## src/rtl/mm_arbiter_2ch.sv

```systemverilog
// Two-client, job-granular round-robin arbiter in front of a shared matrix-vector multiplier.
// Input beats and result beats pass through combinationally to/from the granted client.
module mm_arbiter_2ch #(
  parameter int DATA_W = 8,
  parameter int ACC_W  = 32
) (
  input  logic              clk,
  input  logic              rst,
  input  logic              s0_valid,
  output logic              s0_ready,
  input  logic              s0_new_matrix,
  input  logic [DATA_W-1:0] s0_data,
  input  logic              s1_valid,
  output logic              s1_ready,
  input  logic              s1_new_matrix,
  input  logic [DATA_W-1:0] s1_data,
  output logic              m_valid,
  input  logic              m_ready,
  output logic              m_new_matrix,
  output logic [DATA_W-1:0] m_data,
  input  logic              r_valid,
  output logic              r_ready,
  input  logic [ACC_W-1:0]  r_data,
  output logic              d0_valid,
  input  logic              d0_ready,
  output logic [ACC_W-1:0]  d0_data,
  output logic              d1_valid,
  input  logic              d1_ready,
  output logic [ACC_W-1:0]  d1_data,
  output logic [1:0]        grant,
  output logic              w_owner,
  output logic              w_loaded,
  output logic              wt_mismatch
);

  localparam logic [1:0] StIdle = 2'd0;
  localparam logic [1:0] StIn   = 2'd1;
  localparam logic [1:0] StOut  = 2'd2;

  logic [1:0] state_q, state_d;
  logic       gidx_q, gidx_d;
  logic       ptr_q, ptr_d;
  logic [6:0] beat_cnt_q, beat_cnt_d;
  logic [2:0] res_cnt_q, res_cnt_d;
  logic       wx_q, wx_d;
  logic       w_owner_q, w_owner_d;
  logic       w_loaded_q, w_loaded_d;

  logic              in_st, out_st;
  logic              g_valid, g_nm, g_dready;
  logic [DATA_W-1:0] g_data;
  logic              in_hs, out_hs, first_beat, job_wx, last_in, pick;

  assign in_st  = (state_q == StIn);
  assign out_st = (state_q == StOut);

  assign g_valid  = gidx_q ? s1_valid : s0_valid;
  assign g_nm     = gidx_q ? s1_new_matrix : s0_new_matrix;
  assign g_data   = gidx_q ? s1_data : s0_data;
  assign g_dready = gidx_q ? d1_ready : d0_ready;

  assign m_valid      = in_st & g_valid;
  assign m_new_matrix = in_st & g_nm;
  assign m_data       = in_st ? g_data : '0;
  assign s0_ready     = in_st & ~gidx_q & m_ready;
  assign s1_ready     = in_st & gidx_q & m_ready;

  assign r_ready  = out_st & g_dready;
  assign d0_valid = out_st & ~gidx_q & r_valid;
  assign d1_valid = out_st & gidx_q & r_valid;
  assign d0_data  = (out_st & ~gidx_q) ? r_data : '0;
  assign d1_data  = (out_st & gidx_q) ? r_data : '0;

  assign in_hs      = m_valid & m_ready;
  assign out_hs     = r_valid & r_ready;
  assign first_beat = (beat_cnt_q == 7'd0);
  // Job type is only known once the first beat is on the bus.
  assign job_wx     = first_beat ? g_nm : wx_q;
  assign last_in    = job_wx ? (beat_cnt_q == 7'd71) : (beat_cnt_q == 7'd7);
  assign pick       = (s0_valid & s1_valid) ? ptr_q : s1_valid;

  assign grant       = (state_q == StIdle) ? 2'b00 : (gidx_q ? 2'b10 : 2'b01);
  assign w_owner     = w_owner_q;
  assign w_loaded    = w_loaded_q;
  assign wt_mismatch = in_hs & first_beat & ~g_nm & (~w_loaded_q | (w_owner_q != gidx_q));

  always_comb begin
    state_d    = state_q;
    gidx_d     = gidx_q;
    ptr_d      = ptr_q;
    beat_cnt_d = beat_cnt_q;
    res_cnt_d  = res_cnt_q;
    wx_d       = wx_q;
    w_owner_d  = w_owner_q;
    w_loaded_d = w_loaded_q;
    unique case (state_q)
      StIdle: begin
        if (s0_valid | s1_valid) begin
          gidx_d     = pick;
          state_d    = StIn;
          beat_cnt_d = 7'd0;
        end
      end
      StIn: begin
        if (in_hs) begin
          if (first_beat) begin
            wx_d = g_nm;
            if (g_nm) begin
              w_owner_d  = gidx_q;
              w_loaded_d = 1'b1;
            end
          end
          if (last_in) begin
            state_d    = StOut;
            beat_cnt_d = 7'd0;
            res_cnt_d  = 3'd0;
          end else begin
            beat_cnt_d = beat_cnt_q + 7'd1;
          end
        end
      end
      StOut: begin
        if (out_hs) begin
          if (res_cnt_q == 3'd7) begin
            state_d   = StIdle;
            ptr_d     = ~gidx_q;
            res_cnt_d = 3'd0;
          end else begin
            res_cnt_d = res_cnt_q + 3'd1;
          end
        end
      end
      default: state_d = StIdle;
    endcase
  end

  always_ff @(posedge clk) begin
    if (rst) begin
      state_q    <= StIdle;
      gidx_q     <= 1'b0;
      ptr_q      <= 1'b0;
      beat_cnt_q <= 7'd0;
      res_cnt_q  <= 3'd0;
      wx_q       <= 1'b0;
      w_owner_q  <= 1'b0;
      w_loaded_q <= 1'b0;
    end else begin
      state_q    <= state_d;
      gidx_q     <= gidx_d;
      ptr_q      <= ptr_d;
      beat_cnt_q <= beat_cnt_d;
      res_cnt_q  <= res_cnt_d;
      wx_q       <= wx_d;
      w_owner_q  <= w_owner_d;
      w_loaded_q <= w_loaded_d;
    end
  end

endmodule

```

## config.mk

```make
export PLATFORM = sky130hd
export DESIGN_NAME = mm_arbiter_2ch
export DESIGN_NICKNAME = d
export VERILOG_FILES = /design/src/rtl/mm_arbiter_2ch.sv
export SDC_FILE = /design/constraint.sdc
export NUM_CORES = 1
export LEC_CHECK = 0
export CORE_ASPECT_RATIO = 1.4
export CORE_MARGIN = 1.5
export CORE_UTILIZATION = 34
export DETAILED_ROUTE_END_ITERATION = 10
export PLACE_DENSITY = 0.87
export SLEW_MARGIN = 40
export SYNTH_ARGS = -nofsm -noshare
export SYNTH_HDL_FRONTEND = slang
export SYNTH_SLANG_ARGS = --single-unit
```

## constraint.sdc

```tcl
create_clock -name clk -period 4.1 [get_ports clk]
set_input_delay 0.82 -clock clk [delete_from_list [all_inputs] [get_ports clk]]
set_output_delay 0.82 -clock clk [all_outputs]
set_load 0.02 [all_outputs]
```

==> run summary, run 1 <==
Outcome: finished, final reports clean
Fillers: 381
Peak VDD IR: 0.252 mV
Die area: 5030 um^2
Ant. Diodes: 0
Via Count: 2103
Clock period minus worst slack: 3.51 ns
Largest net degree at the start of global routing: 71
Arrival @ worst endpoint: 2.69 ns
Pwr Total: 0.000448 W
Core area: 4460 um^2
Period utilization: 85.7%
Combinational family with the most area after synthesis: simple AND/OR/NAND/NOR gates
Clk Latency, worst-skew pair: 0.26 ns
Synth Area in Simple Gates: 47.4%
Worst setup path startpoint: s0_valid
Top-area cell type share of the netlist area: 26.4%
Netlist Area Pre-Place: 1570 um^2
Vias in the first global route: 1895
Min-Delay Startpoint: res_cnt_q[2]
Number of cell rows: 29
CTS tree: built
Final Non-Filler Cells: 406
Cts hold-fix bufs: 0
PD cells: 147 nW/um^2
CTS max path bufs: 2
Die Wd: 60.3 um
Detailed Route WL: 6050 um
CTS Root Cell: clkbuf_8
Compound-cell area share of the yosys netlist: 11.5%
Distinct cells, synth: 39
Crit. End Element: primary output
CTS sink count: 17
Routed len/inst: 14.9 um
Mapped Cells: 215
Final setup violating endpoints: 0
Antenna violations before repair: 0
Seq/Total Area, Yosys: 21.7%
GRT Residual Overflow: 0
Clock skew: 0.00810 ns
Least-Margin Pin Slew: 0.776 ns
Commonest cells in the synthesized netlist: and3_1 (66), nor2_1 (25), clkbuf_1 (17), dfxtp_1 (17), mux2i_1 (12)
Num CTS Buffers: 3
Critical Path RT: 3.28 ns
I/O pin count: 142
Most numerous cell in the Yosys netlist: and3_1
Setup TNS: 0 ns
YS warnings: 0
Asr flop ratio synth: 0%
Port bufs: 141
Post-synth EDFFs: 0
Post-Synth XOR/XNOR Area: 0.560%
DIE HEIGHT: 83.3 um
Storage element area: 340 um^2
Synth-to-Final Area Change: 94.8%
Synthesized net count: 277
CP Max Fanout: 8
Post-synthesis register bit count: 17
Ranking of synthesized cells by area: and3_1 (26%), dfxtp_1 (22%), mux2i_1 (7.7%)
Crit path launch type: input pin
Slew Limit Headroom: 48.0%
TritonRoute pass-1 iters: 4
Mux cell area share after synthesis: 9.27%
Fmax: 285 MHz
Initial core utilization: 35.1%
Layout Nets: 407
Total placed cells including tap cells: 402
Hold Vio Cnt, Final: 0
Post-synthesis adder-cell area fraction: 3.20%
Clock Pin Slew Worst Setup and Hold Paths: 0.07 ns
Static Leak: 1.35 nW
Pins Over Slew Limit: 0
Max-cap violations: 0
Post-Syn Area per Cell: 7.28 um^2
Final GP Congestion: 0.894
Starting DRC count in detailed routing: 106
Top FF cell, synth: dfxtp_1
Synth area leader: and3_1
DR vias/cell: 5.18
Worst r2r src: beat_cnt_q[0]
Hold Crit Class: reg2reg
Kind of critical path: in2out
Area of the multi-input gates: 1130 um^2
Fraction of final layout cells with drive strength greater than 1: 4.07%
Post-CTS Setup Bufs: 0
Cts repair resizes: 0
ANT nets after route: 0
Gr usage total: 23.3%
RSZ-0062 raised after global routing: false
HPWL after DPL: 4720 um
DR DRC count: 0
First-pass GRT wire length: 9270 um
Max H-tree Level: 1
-- state kept, by name, indices dropped and copies added, names as in the netlist --
signal and count:
beat_cnt_q 7, gidx_q 1, ptr_q 1, res_cnt_q 3
state_q 2, w_loaded 1, w_owner 1, wx_q 1
-- cell type report --
type | count | area share [%]
Timing Repair Buffer | 144 | 47.0
Multi-Input combinational cell | 173 | 37.0
Sequential cell | 17 | 11.2
Tap cell | 62 | 2.54
Clock buffer | 3 | 1.35
Inverter | 6 | 0.739
Clock inverter | 1 | 0.164
-- per-stage QoR --
| stage | hold slack (ns) | utilization, % | area [um^2] | worst slack, ns |
|---|---|---|---|---|
| after floorplan | 0.453 | - | 1570 | 1.64 |
| after global placement | 0.469 | 67.3 | 3000 | 0.610 |
| after detailed placement | 0.479 | 67.3 | 3000 | 0.585 |
| after CTS | 0.495 | 68.3 | 3050 | 0.587 |
| after global routing | 0.518 | 68.3 | 3050 | 0.497 |
| final | 0.496 | 68.3 | 3050 | 0.586 |
-- kinds of logic after synthesis --
group / after synthesis
AO/OA/AOI/OAI: 26
buffers and inverters: 25
flip-flops: 17
XOR/XNOR: 1
adder cells (fa/ha/maj): 4
AND/OR/NAND/NOR: 128
multiplexers: 14
-- critical path, cell delays in order --
cell             delay, ns
clkdlybuf4s50_1       0.56
mux2i_2               0.18
and4bb_1              0.38
nor2b_1               0.15
clkdlybuf4s50_1       0.61
-- power breakdown --
group          total (W)  internal [W]  leakage [nW]  switching [W]
clock           0.000128     0.0000676        0.0255      0.0000609
sequential      0.000172      0.000167         0.137     0.00000421
combinational   0.000148     0.0000825          1.18      0.0000655
total           0.000448      0.000317          1.35       0.000131
-- worst paths after layout --
| check | to | slack, ns | cells past startpoint |
|---|---|---|---|
| worst min register to register | res_cnt_q[2] | 0.50 | 1 |
| worst max-delay path | wt_mismatch | 0.59 | 5 |
| worst max register to register | beat_cnt_q[4] | 2.26 | 5 |
| worst min-delay path | res_cnt_q[2] | 0.50 | 1 |
-- layer usage --
| metal | vias to the layer above | global-route usage, % | part of all wire, % |
|---|---|---|---|
| met3 | 12 | 3.58 | 7.8 |
| li1 | 1039 | - | - |
| met1 | 966 | 26.5 | 37 |
| met5 | - | 0 | 0 |
| met2 | 86 | 42.2 | 53 |
| met4 | 0 | 7.68 | 2.2 |
-- cells in the final DEF, fill, tap and decap left out, drive strengths merged, types with 4 or more instances in the layout --
cell type,instances
mux2i,13
dfxtp,17
and3,66
clkdlybuf4s50,141
a21oi,9
nand2,10
ha,4
nor2,25
nand3,6
inv,5
Note: power is estimated with default switching activity, not from simulation.
==> run 2: changes to the inputs <==
- CORE_MARGIN: 1.5 -> unset
==> run 2 against run 1 <==
Register-to-register slack worse by 0.04 ns. Worst setup slack worse by 0.017 ns. Global-route usage down 1.8 points. Sequential power about the same. Die area shrank 2.8%. Clock-buffer cell count rose by 1. Critical path depth stayed put. Sequential share of layout area rose by 0.059 points. Combinational power hardly changed. Worst hold slack worse by 0.0056 ns.
==> run summary, run 2 (synthesis gave the netlist of run 1 again) <==
Critical Path RT: 3.28 ns
R2R Setup Slk: 2.22 ns
Largest net degree at the start of global routing: 47
Number of cell rows: 28
HPWL after DPL: 4430 um
Clk network pwr share: 28.6%
Slowest stage cell on the critical path: clkdlybuf4s50_1
DIE HEIGHT: 82.3 um
CP most frequent cell: clkdlybuf4s50_1
Starting DRC count in detailed routing: 99
PD cells: 146 nW/um^2
Vias in the first global route: 1731
TritonRoute pass-1 iters: 6
Clock period minus worst slack: 3.53 ns
Worst reg2reg path depth: 5
Dpl ws: 0.573 ns
Placed inst area: 3000 um^2
CP cell instances: clkdlybuf4s50_1 -> mux2i_2 -> and4bb_1 -> nor2b_1 -> clkdlybuf4s50_1
Die Wd: 59.3 um
Biggest register: beat_cnt_q
Cts repair resizes: 0
Pwr Total: 0.000446 W
Layout Nets: 406
Number of flip-flops in the largest register: 7
I/O pin count: 142
CTS Root Cell: clkbuf_8
RSZ-0062 raised after global routing: false
Hold Vio Cnt, Final: 0
Cts hold-fix bufs: 0
Crit path launch type: input pin
Synth-to-Final Area Change: 94.5%
CP Max Fanout: 8
Kind of critical path: in2out
DR vias/cell: 5.13
Final setup violating endpoints: 0
CP max stage delay: 0.61 ns
Ant. Diodes: 0
Arrival @ worst endpoint: 2.71 ns
CTS max path bufs: 2
Gr usage total: 21.5%
Fin area: 3040 um^2
Psw: 0.000127 W
Min-Delay Startpoint: res_cnt_q[1]
Worst r2r src: gidx_q
Slew Limit Headroom: 51.3%
Static Leak: 1.34 nW
Setup TNS: 0 ns
Clk Latency, worst-skew pair: 0.26 ns
Final GP Congestion: 0.870
Final Non-Filler Cells: 403
Max H-tree Level: 1
Combinational fraction of design power: 32.6%
Clock skew: 0.00219 ns
Sequential share of power: 38.8%
Fraction of final layout cells with drive strength greater than 1: 4.08%
Fmax: 283 MHz
Period utilization: 86.1%
Max-cap violations: 0
Antenna violations before repair: 0
DR DRC count: 0
Largest registers: beat_cnt_q x7, res_cnt_q x3, state_q x2
Crit Reg-Reg Endpoint: res_cnt_q[0]
Peak VDD IR: 0.177 mV
Detailed Route WL: 5800 um
CTS tree: built
Internal power: 0.000319 W
Crit. End Element: primary output
Leading cell type in the layout, fill and taps excluded: clkdlybuf4s50_1
Hold endpoint: res_cnt_q[1]
Pins Over Slew Limit: 0
Post-CTS Setup Bufs: 0
Commonest non-fill, non-tap cells in the layout: clkdlybuf4s50_1 (141), and3_1 (66), nor2_1 (25)
Total placed cells including tap cells: 399
Post-route setup slack: 0.569 ns
ANT nets after route: 0
Hold Crit Class: reg2reg
Sw frac: 28.6%
Hold path depth: 1
First-pass GRT wire length: 8080 um
Via Count: 2068
Port bufs: 141
Num CTS Buffers: 3
Initial core utilization: 36.3%
Outcome: finished, final reports clean
Least-Margin Pin Slew: 0.729 ns
Die area: 4880 um^2
CTS sink count: 17
Routed len/inst: 14.4 um
Core area: 4310 um^2
Clock Pin Slew Worst Setup and Hold Paths: 0.06 ns
GRT Residual Overflow: 0
## run 2: changes by cell type in the layout (fill, tap and decap cells not counted)
cell,previous run,this run
clkinv_1,1,0
dfxtp_1,17,16
nor2b_4,0,1
buf_4,3,2
nor2b_2,1,0
dfxtp_2,0,1
clkbuf_1,0,1
clkinv_2,1,0
inv_2,0,1
## run 2: stage by stage
step	utilization [%]	hold WS, ns
after floorplan	-	0.453
after global placement	69.6	0.469
after detailed placement	69.6	0.475
after CTS	70.6	0.495
after global routing	70.6	0.511
final	70.6	0.491
## run 2: cell type report
| class | instances | area [um^2] |
|---|---|---|
| clock buffers | 4 | 45.0 |
| multi-input cells | 173 | 1130 |
| flip-flops and latches | 17 | 342 |
| inverters | 6 | 22.5 |
| fillers | 362 | 1260 |
| repair buffers | 143 | 1430 |
| well taps | 60 | 75.1 |
## run 2: power groups by stage
stage	clock network, W	logic, W	registers [W]
finish	0.000128	0.000145	0.000173
CTS	0.000128	0.000146	0.000173
floorplan	0	0.0000606	0.000173
global route	0.000132	0.000156	0.000173
detailed placement	0	0.000145	0.000177
global placement	0	0.000143	0.000176
## run 2: routing by layer
| metal | GRT usage, % | up-vias | routed length, um |
|---|---|---|---|
| met4 | 8.33 | 0 | 119 |
| met3 | 4.52 | 9 | 438 |
| met5 | 0 | - | 0 |
| li1 | - | 1033 | - |
| met1 | 22.7 | 950 | 2230 |
| met2 | 40.7 | 76 | 3020 |
## run 2: critical path, delay by kind of cell
family        cells  cell delay [ns]
buf+inv           2             1.17
simple gates      2             0.56
mux               1             0.17
## run 2: worst max-delay path by stage
stage / startpoint / to
final: s0_valid / wt_mismatch
after global routing: s0_valid / wt_mismatch
after CTS: s0_valid / wt_mismatch
after detailed placement: s0_valid / wt_mismatch
after global placement: s0_valid / wt_mismatch
after floorplan: m_ready / wt_mismatch
